<file path="src/rtl/unified_mem_arbiter.sv">
// Shares one memory port between fetch and load/store. Grants and responses route combinationally (0 cycles added).
// Data has priority, but fetch is forced through after STARVE_MAX consecutive data wins. Reads stall while MAX_OUT are in flight; writes never stall.
module unified_mem_arbiter #(
  parameter int DATA_W     = 32,
  parameter int MAX_OUT    = 4,
  parameter int STARVE_MAX = 3
) (
  input  logic                      clk,
  input  logic                      rst,
  input  logic                      iReq,
  input  logic [DATA_W-1:0]         iAddr,
  output logic                      iGnt,
  output logic                      iRvalid,
  output logic [DATA_W-1:0]         iRdata,
  input  logic                      dReq,
  input  logic                      dWen,
  input  logic [DATA_W-1:0]         dAddr,
  input  logic [DATA_W-1:0]         dWdata,
  input  logic [2:0]                dSize,
  output logic                      dGnt,
  output logic                      dRvalid,
  output logic [DATA_W-1:0]         dRdata,
  output logic                      memReq,
  output logic                      memWen,
  output logic [DATA_W-1:0]         memAddr,
  output logic [DATA_W-1:0]         memWdata,
  output logic [2:0]                memSize,
  input  logic                      memReady,
  input  logic                      memRvalid,
  input  logic [DATA_W-1:0]         memRdata,
  output logic [$clog2(MAX_OUT):0]  outCount,
  output logic                      respErr
);
  localparam int PTR_W = $clog2(MAX_OUT);
  localparam int CNT_W = PTR_W + 1;
  localparam int SW    = $clog2(STARVE_MAX + 1);

  logic [MAX_OUT-1:0] tag_q, tag_d;
  logic [PTR_W-1:0]   wr_ptr_q, wr_ptr_d, rd_ptr_q, rd_ptr_d;
  logic [CNT_W-1:0]   cnt_q, cnt_d;
  logic [SW-1:0]      starve_q, starve_d;
  logic               err_q, err_d;

  logic full, pick_i, pick_d, is_read, grant, push, pop, head_tag;

  always_comb begin
    full    = (cnt_q == CNT_W'(MAX_OUT));
    pick_i  = iReq && (!dReq || (starve_q == SW'(STARVE_MAX)));
    pick_d  = dReq && !pick_i;
    is_read = pick_i || (pick_d && !dWen);
    // A pop this cycle does not free a slot until the next cycle.
    grant   = (pick_i || pick_d) && memReady && !(is_read && full);
    iGnt    = grant && pick_i;
    dGnt    = grant && pick_d;
  end

  always_comb begin
    memReq   = grant;
    memWen   = 1'b0;
    memAddr  = '0;
    memWdata = '0;
    memSize  = 3'b000;
    if (iGnt) begin
      memAddr = iAddr;
      memSize = 3'b010;
    end else if (dGnt) begin
      memWen   = dWen;
      memAddr  = dAddr;
      memWdata = dWdata;
      memSize  = dSize;
    end
  end

  always_comb begin
    push     = grant && is_read;
    pop      = memRvalid && (cnt_q != '0);
    head_tag = tag_q[rd_ptr_q];
    iRvalid  = pop && !head_tag;
    dRvalid  = pop && head_tag;
    iRdata   = iRvalid ? memRdata : '0;
    dRdata   = dRvalid ? memRdata : '0;
    outCount = cnt_q;
    respErr  = err_q;
  end

  always_comb begin
    tag_d = tag_q;
    if (push) tag_d[wr_ptr_q] = pick_d;
    wr_ptr_d = wr_ptr_q + PTR_W'(push);
    rd_ptr_d = rd_ptr_q + PTR_W'(pop);
    cnt_d    = cnt_q + CNT_W'(push) - CNT_W'(pop);
    err_d    = err_q || (memRvalid && (cnt_q == '0));
    starve_d = starve_q;
    if (iGnt || !iReq) begin
      starve_d = '0;
    end else if (dGnt && (starve_q != SW'(STARVE_MAX))) begin
      starve_d = starve_q + SW'(1);
    end
  end

  always_ff @(posedge clk or negedge rst) begin
    if (!rst) begin
      tag_q    <= '0;
      wr_ptr_q <= '0;
      rd_ptr_q <= '0;
      cnt_q    <= '0;
      starve_q <= '0;
      err_q    <= 1'b0;
    end else begin
      tag_q    <= tag_d;
      wr_ptr_q <= wr_ptr_d;
      rd_ptr_q <= rd_ptr_d;
      cnt_q    <= cnt_d;
      starve_q <= starve_d;
      err_q    <= err_d;
    end
  end
endmodule

</file>
<file path="config.mk">
export PLATFORM = sky130hd
export DESIGN_NAME = unified_mem_arbiter
export DESIGN_NICKNAME = d
export VERILOG_FILES = /design/src/rtl/unified_mem_arbiter.sv
export SDC_FILE = /design/constraint.sdc
export NUM_CORES = 1
export LEC_CHECK = 0
export ABC_AREA = 0
export ABC_CLOCK_PERIOD_IN_PS = 3600
export CAP_MARGIN = 15
export CELL_PAD_IN_SITES_DETAIL_PLACEMENT = 1
export CELL_PAD_IN_SITES_GLOBAL_PLACEMENT = 1
export CORE_MARGIN = 1
export CORE_UTILIZATION = 14
export CTS_BUF_LIST = sky130_fd_sc_hd__clkbuf_16
export DETAILED_ROUTE_END_ITERATION = 8
export PLACE_DENSITY = 0.9
export SLEW_MARGIN = 10
export SYNTH_ARGS = -nofsm -noshare
export SYNTH_HDL_FRONTEND = slang
export SYNTH_SLANG_ARGS = --single-unit
</file>
<file path="constraint.sdc">
create_clock -name clk -period 3.6 [get_ports clk]
set_input_delay 1.08 -clock clk [delete_from_list [all_inputs] [get_ports clk]]
set_output_delay 1.08 -clock clk [all_outputs]
set_load 0.02 [all_outputs]
</file>
==> summary.txt <==
Filler cells: 1,565
RSZ-0062 raised after global routing: no
Die ar.: 13,460 um2
CTS tree: yes
Synthesized instance count: 255
Ant. Diodes: 0
Reg2reg path depth: 11
Ys async rst share: 100.0%
Post-synth EDFFs: 0
Crit-path leading delay family: buffers and inverters
Slew HR: 59.31%
CORE AREA: 12,670 um2
Routed len/inst: 16.29 um
Initial Utilization: 14.37%
Power Total: 2209 uW
Fin. Hold Viols: 0
Clk_skew: 3.985 ps
Syn avg cell area: 7.139 um2
Max incr delay on CP: 490 ps
DR vias: 2,977
Hold path startpoint: respErr
Area added between synthesis and finish: 153.5%
Synth Flop Type: dfrtp_1
Mapped Area: 1820 um2
Worst R2R Setup Slack: 940 ps
Chip height: 116.0 um
Clock Path Buffers: 2
First-pass GRT wire length: 16,420 um
Global Route Usage Sum: 15.73%
Layout cells sized above 1: 28.20%
Power density over the cells: 478.8 nW/um2
Final wirelength: 11,470 um
ANT nets after route: 0
Library cells used by synthesis: 33
Post-route cell area: 4614 um2
Finish-stage setup viols: 0
Pre-antenna DRT Iters: 4
Clock Tree Root: clkbuf_16
Synth Net Count: 399
Synth Warn #: 0
Die X: 116.0 um
Worst Path Max Fanout: 21
GP Congestion: 0.8523
R2r startpoint: outCount[1]
Initial drt markers: 107
Share of the yosys chip area belonging to registers: 19.24%
Hold Path Depth: 1
Clock Latency Late Sink: 240 ps
Crit path max-delay cell type: clkdlybuf4s50_1
Max Cap Viol: 0
Dpl cell area: 4873 um2
Number of core rows: 41
Num CTS Buffers: 3
I/O Buffers: 278
Nature of the critical path endpoint: output pin
Pins over their slew limit: 0
Worst endpoint required time: 2520 ps
Reg-to-Reg End: outCount[2]
Hold Buf Count CTS: 0
Arrival @ worst endpoint: 2460 ps
Hold Path Class: flop to flop
Reg clk slew, reported paths: 40 ps
Fin crit share: 98.32%
CP Launch Type: primary input
DRC viols: 0
Period minus WS final: 3539 ps
Most frequent cells in the layout: 137 x clkdlybuf4s50_1, 76 x clkbuf_2, 35 x and2_1
Yosys reg bits: 14
CTS sink count: 14
Worst Setup Path Type: primary input to output pin
Status: finished clean
Initial antenna violation count: 0
Via/cell ratio: 4.229
Max frequency: 282.5 MHz
Slew @ Worst Pin: 608.4 ps
Largest net degree at the start of global routing: 67
IR Drop Worst-Case VDD: 0.3143 mV
H-tree depth: 1
Setup WS post-layout: 60.60 ps
Setup WS pre-CTS: -414.1 ps
CP cell instances: clkdlybuf4s50_1 > nor2b_4 > buf_6 > and3_1 > dlygate4sd2_1
Nets: 677
Placed wire-length estimate: 9444 um
Gr ovfl total: 0
WHS Endpoint: respErr
Static Leakage: 0.002282 uW
I/O Pins: 279
Commonest non-fill, non-tap cell in the layout: clkdlybuf4s50_1
CP bufs+invs: 3
Number of global-route vias before repair: 2,971
## worst max-delay path by stage
stage	start	cells past startpoint	to	slack, ps
after CTS	memRvalid	5	dRdata[8]	-10
after global routing	memRvalid	5	dRdata[28]	0.08
final	memRvalid	5	dRdata[25]	60
after detailed placement	iReq	6	memAddr[21]	-410
after global placement	iReq	6	memAddr[21]	-380
after floorplan	iReq	5	memSize[0]	310
## Yosys cell counts (3+ instances only)
| library cell | number | area [um2] |
|---|---|---|
| nand2_1 | 36 | 135.1 |
| and2_1 | 35 | 219.0 |
| nor2_1 | 34 | 127.6 |
| a22o_1 | 32 | 280.3 |
| and3_1 | 32 | 200.2 |
| clkbuf_1 | 19 | 71.32 |
| dfrtp_1 | 14 | 350.3 |
| inv_1 | 6 | 22.52 |
| ha_1 | 5 | 62.56 |
| buf_2 | 4 | 20.02 |
| mux2_2 | 4 | 45.04 |
| a21oi_1 | 3 | 15.01 |
| buf_6 | 3 | 33.78 |
| nand4_1 | 3 | 18.77 |
## worst register-to-register path, cell delays in order (launching register included)
cell and delay, ps:
dfrtp_1 440, or3b_1 300, nand2_2 140, buf_4 180, or2_2 320, ha_1 310
inv_1 60, ha_1 130, inv_1 50, fa_1 370, xnor2_1 140, xnor2_1 120
## metal layers
| metal | vias to the layer above | routed length (um) | global-route usage (%) |
|---|---|---|---|
| met3 | 21 | 657 | 2.981 |
| met5 | - | 0 | 0 |
| li1 | 1432 | - | - |
| met4 | 0 | 229 | 4.615 |
| met1 | 1404 | 4218 | 17.25 |
| met2 | 120 | 6365 | 30.36 |
## layout make-up
type                    count  area [um2]  share of cell area (%)
clock buffers               3       75.07                   1.627
clock inverters             1       3.754                 0.08134
inverters                   6       22.52                  0.4881
multi-input cells         209        1343                   29.09
flip-flops and latches     14       350.3                   7.592
well taps                 172       215.2                   4.664
repair buffers            299        2605                   56.45
## stage by stage
| stage | hold slack [ps] | cells | utilization (%) | TNS (ps) |
|---|---|---|---|---|
| 6_report | 473.3 | 704 | 36.42 | 0 |
| 5_1_grt | 514.9 | 704 | 36.42 | 0 |
| 4_1_cts | 481.1 | 702 | 38.60 | -69.90 |
| 3_5_place_dp | 471.7 | 695 | 38.46 | -42570 |
| 3_3_place_gp | 443.6 | 695 | 38.46 | -38150 |
| 2_1_floorplan | 449.5 | 255 | - | 0 |
## kinds of logic after synthesis
| kind of cell | synth area share, % |
|---|---|
| AND/OR/NAND/NOR | 43.30 |
| AO/OA/AOI/OAI | 19.17 |
| buffers and inverters | 8.110 |
| flip-flops | 19.24 |
| adder cells (fa/ha/maj) | 4.536 |
| multiplexers | 3.711 |
| XOR/XNOR | 1.925 |
## flip-flops by register name, summed over array words and instances (netlist names)
| register | flops |
|---|---|
| outCount | 3 |
| rd_ptr_q | 2 |
| respErr | 1 |
| starve_q | 2 |
| tag_q | 4 |
| wr_ptr_q | 2 |
## repair_timing
item,4_1_cts,5_1_grt
setup endpoints to repair,137,108
gates resized for setup,266,145
buffers inserted,2,1
pin swaps,2,1
cloned,1,1
## where the power goes
| group | switching, uW | internal [uW] |
|---|---|---|
| logic | 997 | 704 |
| clock network | 60.2 | 146 |
| registers | 69.3 | 232 |
| total | 1130 | 1080 |
(Power assumes the default switching activity.)
